File: src/rtl/p405s_dcd_pkg.sv
// Shared types for the decode branch-hazard stage: stall-reason encodings
// and the per-stage in-flight writer record.
package p405s_dcd_pkg;

    // Encodings are visible on stallReason, so they are pinned explicitly.
    typedef enum logic [1:0] {
        ST_RUN      = 2'b00,
        ST_WAIT_CR  = 2'b01,
        ST_WAIT_SPR = 2'b10
    } stall_state_e;

    // One pipeline slot: valid, writes CR0, writes LR/CTR via mtspr.
    typedef struct packed {
        logic v;
        logic cr0;
        logic spr;
    } pipe_entry_t;

    localparam pipe_entry_t PIPE_EMPTY = '{v: 1'b0, cr0: 1'b0, spr: 1'b0};

    // CR0 waits outrank LR/CTR waits when both hazards are present.
    function automatic stall_state_e stall_cause(input logic stall,
                                                 input logic cr_haz);
        if (!stall)
            return ST_RUN;
        else if (cr_haz)
            return ST_WAIT_CR;
        else
            return ST_WAIT_SPR;
    endfunction

endpackage

File: src/rtl/p405s_dcd_sat_cnt.sv
// Saturating up-counter with increment enable; holds at all-ones.
module p405s_dcd_sat_cnt #(
    parameter int W = 8
) (
    input  logic         clk,
    input  logic         rst_n,
    input  logic         inc_en,
    output logic [W-1:0] cnt
);

    logic [W-1:0] cnt_q;
    logic [W-1:0] cnt_d;

    // Next count: step by one unless already saturated.
    always_comb begin
        // NOTE: assign a default before any conditional update so no path leaves cnt_d unassigned and no latch is inferred.
        cnt_d = cnt_q;
        if (inc_en && (cnt_q != {W{1'b1}}))
            cnt_d = cnt_q + W'(1);
    end

    // Count register.
    always_ff @(posedge clk or negedge rst_n) begin
        // NOTE: sequential state uses non-blocking assignment so every flop samples pre-edge values.
        if (!rst_n)
            cnt_q <= '0;
        else
            cnt_q <= cnt_d;
    end

    assign cnt = cnt_q;

endmodule

File: src/rtl/p405s_dcd_br_hazard.sv
// Branch interlock for decode: tracks CR0 and LR/CTR writers in EXE/WB,
// stalls a conditional branch that reads a pending value, grants early
// branch resolution otherwise, and counts stall cycles.
module p405s_dcd_br_hazard
    import p405s_dcd_pkg::*;
#(
    parameter int CR_BYPASS = 0,
    parameter int CNT_W     = 8
) (
    input  logic             CB,
    input  logic             resetCore_n,
    input  logic             dcdValid,
    input  logic             plaCr0En,
    input  logic             plaB,
    input  logic             plaBc,
    input  logic             plaMtspr,
    input  logic             dcdSprLrCtr,
    input  logic             dcdBcTestCr,
    input  logic             dcdBcUseLrCtr,
    input  logic             exeHold,
    input  logic             exeFlush,
    output logic             dcdAdvance,
    output logic             dcdBrStall,
    output logic             brResolveOk,
    output logic [1:0]       stallReason,
    output logic             exeCr0Busy,
    output logic             exeLrCtrBusy,
    output logic [CNT_W-1:0] brStallCnt
);

    // With bypass, a CR0 result sitting in WB is forwarded to the branch.
    localparam logic WB_CR_STALLS = (CR_BYPASS == 0);

    pipe_entry_t  exe_q, exe_d;
    pipe_entry_t  wb_q,  wb_d;
    stall_state_e state_q, state_d;

    logic cr_haz;
    logic spr_haz;

    // Hazard detection and decode handshake, zero-cycle from decode inputs.
    always_comb begin
        cr_haz      = dcdBcTestCr &
                      ((exe_q.v & exe_q.cr0) | (wb_q.v & wb_q.cr0 & WB_CR_STALLS));
        spr_haz     = dcdBcUseLrCtr &
                      ((exe_q.v & exe_q.spr) | (wb_q.v & wb_q.spr));
        dcdBrStall  = dcdValid & plaBc & (cr_haz | spr_haz);
        dcdAdvance  = dcdValid & ~dcdBrStall & ~exeHold & ~exeFlush;
        brResolveOk = dcdValid & ~exeFlush & ~dcdBrStall & (plaB | plaBc);
    end

    // EXE/WB slot movement and stall-cause next state.
    always_comb begin
        exe_d   = PIPE_EMPTY;
        wb_d    = wb_q;
        state_d = stall_cause(dcdBrStall, cr_haz);

        if (dcdAdvance) begin
            exe_d.v   = 1'b1;
            exe_d.cr0 = plaCr0En;
            exe_d.spr = plaMtspr & dcdSprLrCtr;
        end else if (exeFlush) begin
            exe_d = PIPE_EMPTY;
        end else if (exeHold) begin
            exe_d = exe_q;
        end

        // A flushed EXE entry is dropped instead of retiring into WB.
        if (!exeHold)
            wb_d = exeFlush ? PIPE_EMPTY : exe_q;
    end

    // Pipeline slots and stall-cause register.
    always_ff @(posedge CB or negedge resetCore_n) begin
        if (!resetCore_n) begin
            exe_q   <= PIPE_EMPTY;
            wb_q    <= PIPE_EMPTY;
            state_q <= ST_RUN;
        end else begin
            exe_q   <= exe_d;
            wb_q    <= wb_d;
            state_q <= state_d;
        end
    end

    assign stallReason  = state_q;
    assign exeCr0Busy   = exe_q.v & exe_q.cr0;
    assign exeLrCtrBusy = exe_q.v & exe_q.spr;

    p405s_dcd_sat_cnt #(
        .W (CNT_W)
    ) u_stall_cnt (
        .clk    (CB),
        .rst_n  (resetCore_n),
        .inc_en (dcdBrStall),
        .cnt    (brStallCnt)
    );

    // A stalled branch never also advances.
    a_stall_no_adv: assert property (@(posedge CB) disable iff (!resetCore_n)
        dcdBrStall |-> !dcdAdvance);

    // An unconditional branch on its own never interlocks.
    a_b_never_stalls: assert property (@(posedge CB) disable iff (!resetCore_n)
        (plaB && !plaBc) |-> !dcdBrStall);

endmodule

File: config.mk
export PLATFORM = sky130hd
export DESIGN_NAME = p405s_dcd_br_hazard
export DESIGN_NICKNAME = d
export VERILOG_FILES = /design/src/rtl/p405s_dcd_pkg.sv /design/src/rtl/p405s_dcd_sat_cnt.sv /design/src/rtl/p405s_dcd_br_hazard.sv
export SDC_FILE = /design/constraint.sdc
export NUM_CORES = 1
export LEC_CHECK = 0
export ABC_AREA = 0
export CAP_MARGIN = 25
export CELL_PAD_IN_SITES_DETAIL_PLACEMENT = 0
export CELL_PAD_IN_SITES_GLOBAL_PLACEMENT = 1
export CORE_ASPECT_RATIO = 0.9
export CORE_MARGIN = 3
export CORE_UTILIZATION = 33
export CTS_BUF_LIST = sky130_fd_sc_hd__clkbuf_16
export DETAILED_ROUTE_END_ITERATION = 10
export PLACE_DENSITY = 0.85
export SYNTH_ARGS = -nofsm -noshare
export SYNTH_HDL_FRONTEND = slang
export SYNTH_SLANG_ARGS = --single-unit
File: constraint.sdc
create_clock -name CB -period 2.1 [get_ports CB]
set_input_delay 0.315 -clock CB [delete_from_list [all_inputs] [get_ports CB]]
set_output_delay 0.315 -clock CB [all_outputs]
set_load 0.01 [all_outputs]
## Yosys cells after proc, flatten, opt, wreduce, memory -nomap -nowiden

Cells that the tools add are included.

| word-level totals | value |
|---|---|
| bits in registers | 16 |
| input port bits | 12 |
| output and inout bits | 15 |

| operators by class | value |
|---|---|
| add/subtract/negate cells | 1 |
| eq/ne operators | 2 |
| multiplexer cells | 6 |
| bitwise operators | 22 |
| reduce and logical (&&, ||, !) cells | 1 |

Operators by type and width:

| operator | number |
|---|---|
| $and 1x1->1 | 15 |
| $mux 3 | 4 |
| $add 8x1->8 const B | 1 |
| $ne 8x8->1 const B | 1 |
| $mux 2 | 2 |
| $or 1x1->1 | 4 |
| $ne 3x1->1 const B | 1 |
| $not 1->1 | 3 |
| $logic_and 1x1->1 | 1 |

## Depth between registers and ports, before layout

Gate-level depths: netlist (run 1).

| depth | value |
|---|---|
| depth after elaboration | 10 |
| gate-level depth with buffers | 6 |
| depth with buffers taken out | 5 |

## Modules after synthesis

From an unflattened synthesis (run 1), not the netlist that was laid out.

| second synthesis, totals | value |
|---|---|
| cell total of the unflattened synthesis | 72 |
| area total of the unflattened synthesis | 822.0 um^2 |

By module, submodules not included:

| module | instances | cells each | area each (um^2) | sequential area each (um^2) |
|---|---|---|---|---|
| p405s_dcd_br_hazard | 1 | 38 | 414.1 | 200.2 |
| p405s_dcd_sat_cnt | 1 | 34 | 407.9 | 200.2 |

## Worst setup path before layout (run 1)

OpenSTA, ideal clock, no wires.

| path | value |
|---|---|
| path type | reg2out |
| start point | reg exe_q[0] (netlist bit) |
| end point | out brResolveOk |
| arrival time | 1.257 ns |
| path slack | 0.528 ns |
| stages on the path, launching flop included | 5 |
| cell sequence | dfrtp_1 -> a22o_1 -> nand4_1 -> nand3_1 -> nor3_1 |

| between the ends | value |
|---|---|
| cells in the longest elaborated chain, start to end | 8 |

RTL lines:

| item | RTL line | source |
|---|---|---|
| start: declaration | p405s_dcd_br_hazard.sv:34 | `pipe_entry_t exe_q, exe_d;` |
| start signal: assignment | p405s_dcd_br_hazard.sv:76 | `exe_q <= PIPE_EMPTY;` |
| start signal: assignment | p405s_dcd_br_hazard.sv:80 | `exe_q <= exe_d;` |
| $and 1x1->1 | p405s_dcd_br_hazard.sv:46 | `((exe_q.v & exe_q.spr) \| (wb_q.v & wb_q.spr));` |
| $or 1x1->1 | p405s_dcd_br_hazard.sv:46 |  |
| $and 1x1->1 | p405s_dcd_br_hazard.sv:45 | `spr_haz = dcdBcUseLrCtr &` |
| $or 1x1->1 | p405s_dcd_br_hazard.sv:47 | `dcdBrStall = dcdValid & plaBc & (cr_haz \| spr_haz);` |
| $and 1x1->1 | p405s_dcd_br_hazard.sv:47 |  |
| $not 1->1 | p405s_dcd_br_hazard.sv:49 | `brResolveOk = dcdValid & ~exeFlush & ~dcdBrStall & (plaB \| plaBc);` |
| $and 1x1->1 (2 in a row) | p405s_dcd_br_hazard.sv:49 |  |
| end: declaration | p405s_dcd_br_hazard.sv:24 | `output logic brResolveOk,` |

Every way passes these cells.

## Worst setup path in the final report (run 1)

| path | value |
|---|---|
| start point | reg exe_q[2] (netlist bit) |
| end point | out brResolveOk |

| between the ends | value |
|---|---|
| cells in the longest elaborated chain, start to end | 8 |
| elaborated cells between the ends (all ways) | 11 |

RTL lines:

| item | RTL line |
|---|---|
| $and 1x1->1 (on tied branches) | p405s_dcd_br_hazard.sv:44, p405s_dcd_br_hazard.sv:46 |
| $or 1x1->1 (on tied branches) | p405s_dcd_br_hazard.sv:44, p405s_dcd_br_hazard.sv:46 |
| $and 1x1->1 (on tied branches) | p405s_dcd_br_hazard.sv:43, p405s_dcd_br_hazard.sv:45 |
| $or 1x1->1 * | p405s_dcd_br_hazard.sv:47 |
| $and 1x1->1 * | p405s_dcd_br_hazard.sv:47 |
| $not 1->1 * | p405s_dcd_br_hazard.sv:49 |
| $and 1x1->1 * (2 in a row) | p405s_dcd_br_hazard.sv:49 |

Every way passes the cells marked *; elsewhere a longest branch is shown, timed or not.

==> results of run 1 <==
## stage by stage
stage               power [mW]  TNS, ps  cells
floorplan                0.348        0     80
global placement         0.398    -38.8    136
detailed placement       0.399     -110    136
CTS                      0.753        0    139
global route             0.774        0    139
finish                   0.745        0    139
## report_power, final
part | internal (mW) | switching (mW) | total [mW]
sequential | 0.317 | 0.00858 | 0.325
clock | 0.249 | 0.104 | 0.352
combinational | 0.0399 | 0.0274 | 0.0673
total | 0.605 | 0.139 | 0.745
## cells by family after synthesis
family          after synthesis  share of synthesized area, %
simple gates                 35                          23.2
compound gates               18                          15.4
flops                        16                          48.8
xor+xnor                      5                          5.34
buf+inv                       3                          2.59
mux                           2                          3.20
fa+ha+maj                     1                          1.52
## timing repair
action	in CTS	in global routing
endpoints found under the hold margin	0	0
resized for setup	3	0
setup endpoints to repair	3	0
hold buffers	0	0
## critical path: cells and delay by family (launching register included)
| family | cells | cell delay [ps] |
|---|---|---|
| AND/OR/NAND/NOR | 3 | 450 |
| flip-flops | 1 | 430 |
| buffers and inverters | 1 | 290 |
| AO/OA/AOI/OAI | 1 | 230 |
## flip-flops by register name (all words and copies together), names as in the netlist
name	flops
wb_q	3
u_stall_cnt.cnt	8
stallReason	2
exe_q	3
## routing by layer
metal,global-route usage [%],vias to the layer above,share of wire [%]
li1,-,356,-
met1,19.6,322,52
met2,18.0,14,44
met3,3.66,2,3.0
met4,3.40,0,1.2
met5,0,-,0
## cells in the mapped netlist
cell type	count	area share [%]
a211oi_1	1	0.91
buf_6	1	1.4
o21ai_1	3	1.8
nor2_1	4	1.8
o211ai_1	1	0.91
inv_4	1	0.76
and2b_1	1	0.91
nor3b_1	1	0.91
nor2b_1	1	0.76
a21oi_1	2	1.2
xnor2_1	5	5.3
or2b_1	1	0.91
nand2_1	8	3.7
or2_1	1	0.76
nand3_1	4	2.4
mux2_4	1	1.8
and2_1	2	1.5
o22a_1	1	1.1
ha_1	1	1.5
a32oi_1	2	2.1
a21boi_1	1	0.91
clkbuf_1	1	0.46
a211oi_2	1	1.5
o21ai_2	1	1.1
and4_1	2	2.1
o21ai_0	3	1.8
dfrtp_1	16	49
nand4_1	2	1.5
a22oi_1	1	0.91
nor3_1	2	1.2
a22o_1	1	1.1
and3_1	3	2.3
mux2_1	1	1.4
nand2b_1	3	2.3
## worst paths after layout
check                           slack, ps                 end   startpoint
min in group asynchronous             500  u_stall_cnt.cnt[1]  resetCore_n
worst max register to register        390  u_stall_cnt.cnt[1]     exe_q[2]
max in group asynchronous            1150      stallReason[1]  resetCore_n
worst min register to register        480             wb_q[0]      wb_q[0]
worst max-delay path                  140         brResolveOk     exe_q[2]
worst min-delay path                  480             wb_q[0]      wb_q[0]
## layout make-up
cell class | instances | area, µm² | area share (%)
flip-flops and latches | 16 | 400 | 33.1
inverters | 1 | 6.26 | 0.518
clock buffers | 3 | 75.1 | 6.21
multi-input cells | 61 | 399 | 33.0
well taps | 27 | 33.8 | 2.80
repair buffers | 31 | 294 | 24.3
==> impl_metrics.ini, run 1 <==
[timing]
setup_viol = 0
slew-limit-headroom_pct = 53.0
finalHoldViolCount = 0
worst_pin_slew_ps = 702
setup_slack_ps = 135
fmax_mhz = 509
maxSlewViolCount = 0
fin_hold_ws_ps = 483
fin_crit_ps = 1960
finalCritPeriodShare_pct = 93.6
rsz0062_at_grt = no
fin_skew_ps = 1.00

[yosys]
syn_avg_cell_area_um2 = 10.3
synth_warnings = 0
postSynthCellCount = 80
synth_seq_cells = 16
syn_area_um2 = 821
ys_types = 34
ys_seq_area_share_pct = 48.8
syn_nets = 93

[cts]
htree_levels = 1
cts_buffers = 3
cts-root-buf = clkbuf_16
tritoncts = yes
insertion_delay_ps = 240
cts_sinks = 16
cts_setup_buffers = 0
cts.clk_slew.worst_paths_ps = 50
cts_max_path_buffers = 2

[pwr]
power_leakage_nw = 0.528
powerDensity_nw_per_um2 = 616
peakVddDrop_uv = 877

[detailed_routing]
vias = 694
drt_iter0_drc = 10
drtAntennaViolNets = 0
drt-total-wl_um = 1880
remaining_drc_errors = 0
drtPass1Iterations = 4
wl_per_cell_um = 13.5
via_per_inst = 4.99

[setup_path]
crit_path_top_delay_cell = dfrtp_1
rr_worst_depth = 6
slowest_delay_ps = 430
crit_type = flip-flop to primary output
cp_max_fo = 6
end_kind = primary output
required_ps = 1780
crit_chain = a22oi_1, or2_1, nand3_1, nor3_1, dlygate4sd2_1
start_kind = flip-flop
crit_arrival_ps = 1650

[floorplanning]
start_util_pct = 36.3
die-width_um = 58.6
coreArea_um2 = 2260
rows = 16
die_h_um = 53.3
die-area_um2 = 3120
io-pin-count = 27

[placement]
place_ws_ps = -71.8
place_congestion = 0.805
dp_hpwl_um = 1490
dpl_cell_area_um2 = 1140
port-buffer-count = 26

[final_layout]
final_layout_size_suffix_gt1_share_pct = 10.7
fill_cells = 206
final_cell_mix = clkdlybuf4s50_1, dfrtp_1, nand2_1, xnor2_1, buf_4
postLayoutCoreUtil_pct = 53.4
antennaDiodeCount = 0
final_area_um2 = 1210
fin_nets = 127
syn2layout_area_growth_pct = 47.3
mostFrequentLayoutCell = clkdlybuf4s50_1

[outcome]
status = complete, no violations

[worst_hold_path]
hold_depth = 2
hold_class = flip-flop to flip-flop

[grt]
grt_pass1_wl_um = 3000
grt_start_max_net_pins = 17
overflow = 0
antenna_found_initial = 0
first_global_vias = 608
grt_usage_pct = 13.1

[flow_run]
max_cap_viol_count = 0
(Power assumes the default switching activity.)
==> run 2, diff against run 1 <==
- RECOVER_POWER: not set -> 25
==> impl_metrics.ini, run 2 (synthesized netlist as in run 1, its figures left out) <==
[timing]
finalHoldViolCount = 0
fin_hold_ws_ps = 487
fin_skew_ps = 1.16
slew-limit-headroom_pct = 52.6
maxSlewViolCount = 0
fmax_mhz = 508
setup_viol = 0
rsz0062_at_grt = no
fin_setup_tns_ps = 0
finalCritPeriodShare_pct = 93.7
fin_crit_ps = 1970
worst_pin_slew_ps = 708

[cts]
cts-root-buf = clkbuf_16
cts_buffers = 3
cts.clk_slew.worst_paths_ps = 50
cts_setup_buffers = 0
cts_sinks = 16
tritoncts = yes
htree_levels = 1
insertion_delay_ps = 240
cts_max_path_buffers = 2

[final_layout]
fill_cells = 208
layout.cells.non_filler = 139
antennaDiodeCount = 0
final_cell_mix = clkdlybuf4s50_1, dfrtp_1, nand2_1, xnor2_1
fin_nets = 127
largest_reg_flops = 8
syn2layout_area_growth_pct = 46.8
final_area_um2 = 1200
final_layout_size_suffix_gt1_share_pct = 9.82
mostFrequentLayoutCell = clkdlybuf4s50_1

[detailed_routing]
vias = 692
drtPass1Iterations = 3
remaining_drc_errors = 0
drt_iter0_drc = 7
drtAntennaViolNets = 0
via_per_inst = 4.98
wl_per_cell_um = 13.5
drt-total-wl_um = 1880

[pwr]
powerDensity_nw_per_um2 = 618
peakVddDrop_uv = 878
switching_share_pct = 18.8
p_clk_share_pct = 47.4
pwr-share-seq_pct = 43.7
pwr-share-comb_pct = 8.9
power_leakage_nw = 0.525
p_switching_mw = 0.140
intPower_mw = 0.604

[floorplanning]
die_h_um = 53.3
rows = 16
die-area_um2 = 3120
coreArea_um2 = 2260
start_util_pct = 36.3
io-pin-count = 27
die-width_um = 58.6

[grt]
grt_pass1_wl_um = 3000
grt_start_max_net_pins = 17
first_global_vias = 608
grt_usage_pct = 13.1
antenna_found_initial = 0
overflow = 0

[flow_run]
max_cap_viol_count = 0

[setup_path]
required_ps = 1780
cp_max_fo = 6
crit_type = flip-flop to primary output
crit_arrival_ps = 1650
start_kind = flip-flop
end_kind = primary output

[placement]
place_congestion = 0.805
dpl_cell_area_um2 = 1140
port-buffer-count = 26
place_inst = 136
dp_hpwl_um = 1490

[worst_hold_path]
hold_class = flip-flop to flip-flop

[outcome]
status = complete, no violations
run 2: layer usage:
metal | GRT usage, % | routed length [µm] | part of all wire (%) | vias to the layer above
met1 | 19.6 | 995 | 53 | 324
met4 | 3.40 | 23 | 1.2 | 0
met3 | 3.66 | 35 | 1.9 | 2
met2 | 18.0 | 826 | 44 | 9
li1 | - | - | - | 357
met5 | 0 | 0 | 0 | -
run 2: power by group through the flow:
stage | Combinational [mW] | Clock, mW | Sequential [mW]
CTS | 0.0682 | 0.359 | 0.325
finish | 0.0661 | 0.353 | 0.326
detailed placement | 0.0690 | 0 | 0.330
global placement | 0.0685 | 0 | 0.330
floorplan | 0.0185 | 0 | 0.330
global route | 0.0727 | 0.374 | 0.327
run 2: timing repair:
item / 4_1_cts / 5_1_grt
hold buffers: 0 / 0
gates resized for setup: 3 / 0
endpoints found under the setup margin: 3 / 0
run 2: stage by stage:
stage | util, % | setup WS (ps) | total power [mW]
2_1_floorplan | - | 528 | 0.348
3_3_place_gp | 50.3 | -27.3 | 0.398
3_5_place_dp | 50.3 | -71.8 | 0.399
6_report | 53.3 | 133 | 0.744
5_1_grt | 53.3 | 44.2 | 0.773
4_1_cts | 53.4 | 127 | 0.753
run 2: worst paths after layout:
check | startpoint | end | slack (ps) | cells past startpoint
hold reg to reg | wb_q[0] | wb_q[0] | 490 | 2
setup / recovery | exe_q[2] | brResolveOk | 130 | 5
hold / removal | wb_q[0] | wb_q[0] | 490 | 2
max in group asynchronous | resetCore_n | stallReason[1] | 1080 | 1
min in group asynchronous | resetCore_n | u_stall_cnt.cnt[1] | 570 | 1
setup reg to reg | exe_q[2] | u_stall_cnt.cnt[6] | 380 | 5
run 2: final cells by class:
class | instances | area [µm²] | area share, %
repair buffers | 31 | 290 | 24.1
inverters | 1 | 6.26 | 0.519
multi-input cells | 61 | 399 | 33.1
well taps | 27 | 33.8 | 2.80
clock buffers | 3 | 75.1 | 6.23
flip-flops and latches | 16 | 400 | 33.2
run 2: critical path: stages (launching register included):
cell           delay, ps
dfrtp_1              440
a22o_1               260
nand4_1              130
nand3_1              120
nor3_1               170
dlygate4sd2_1        290
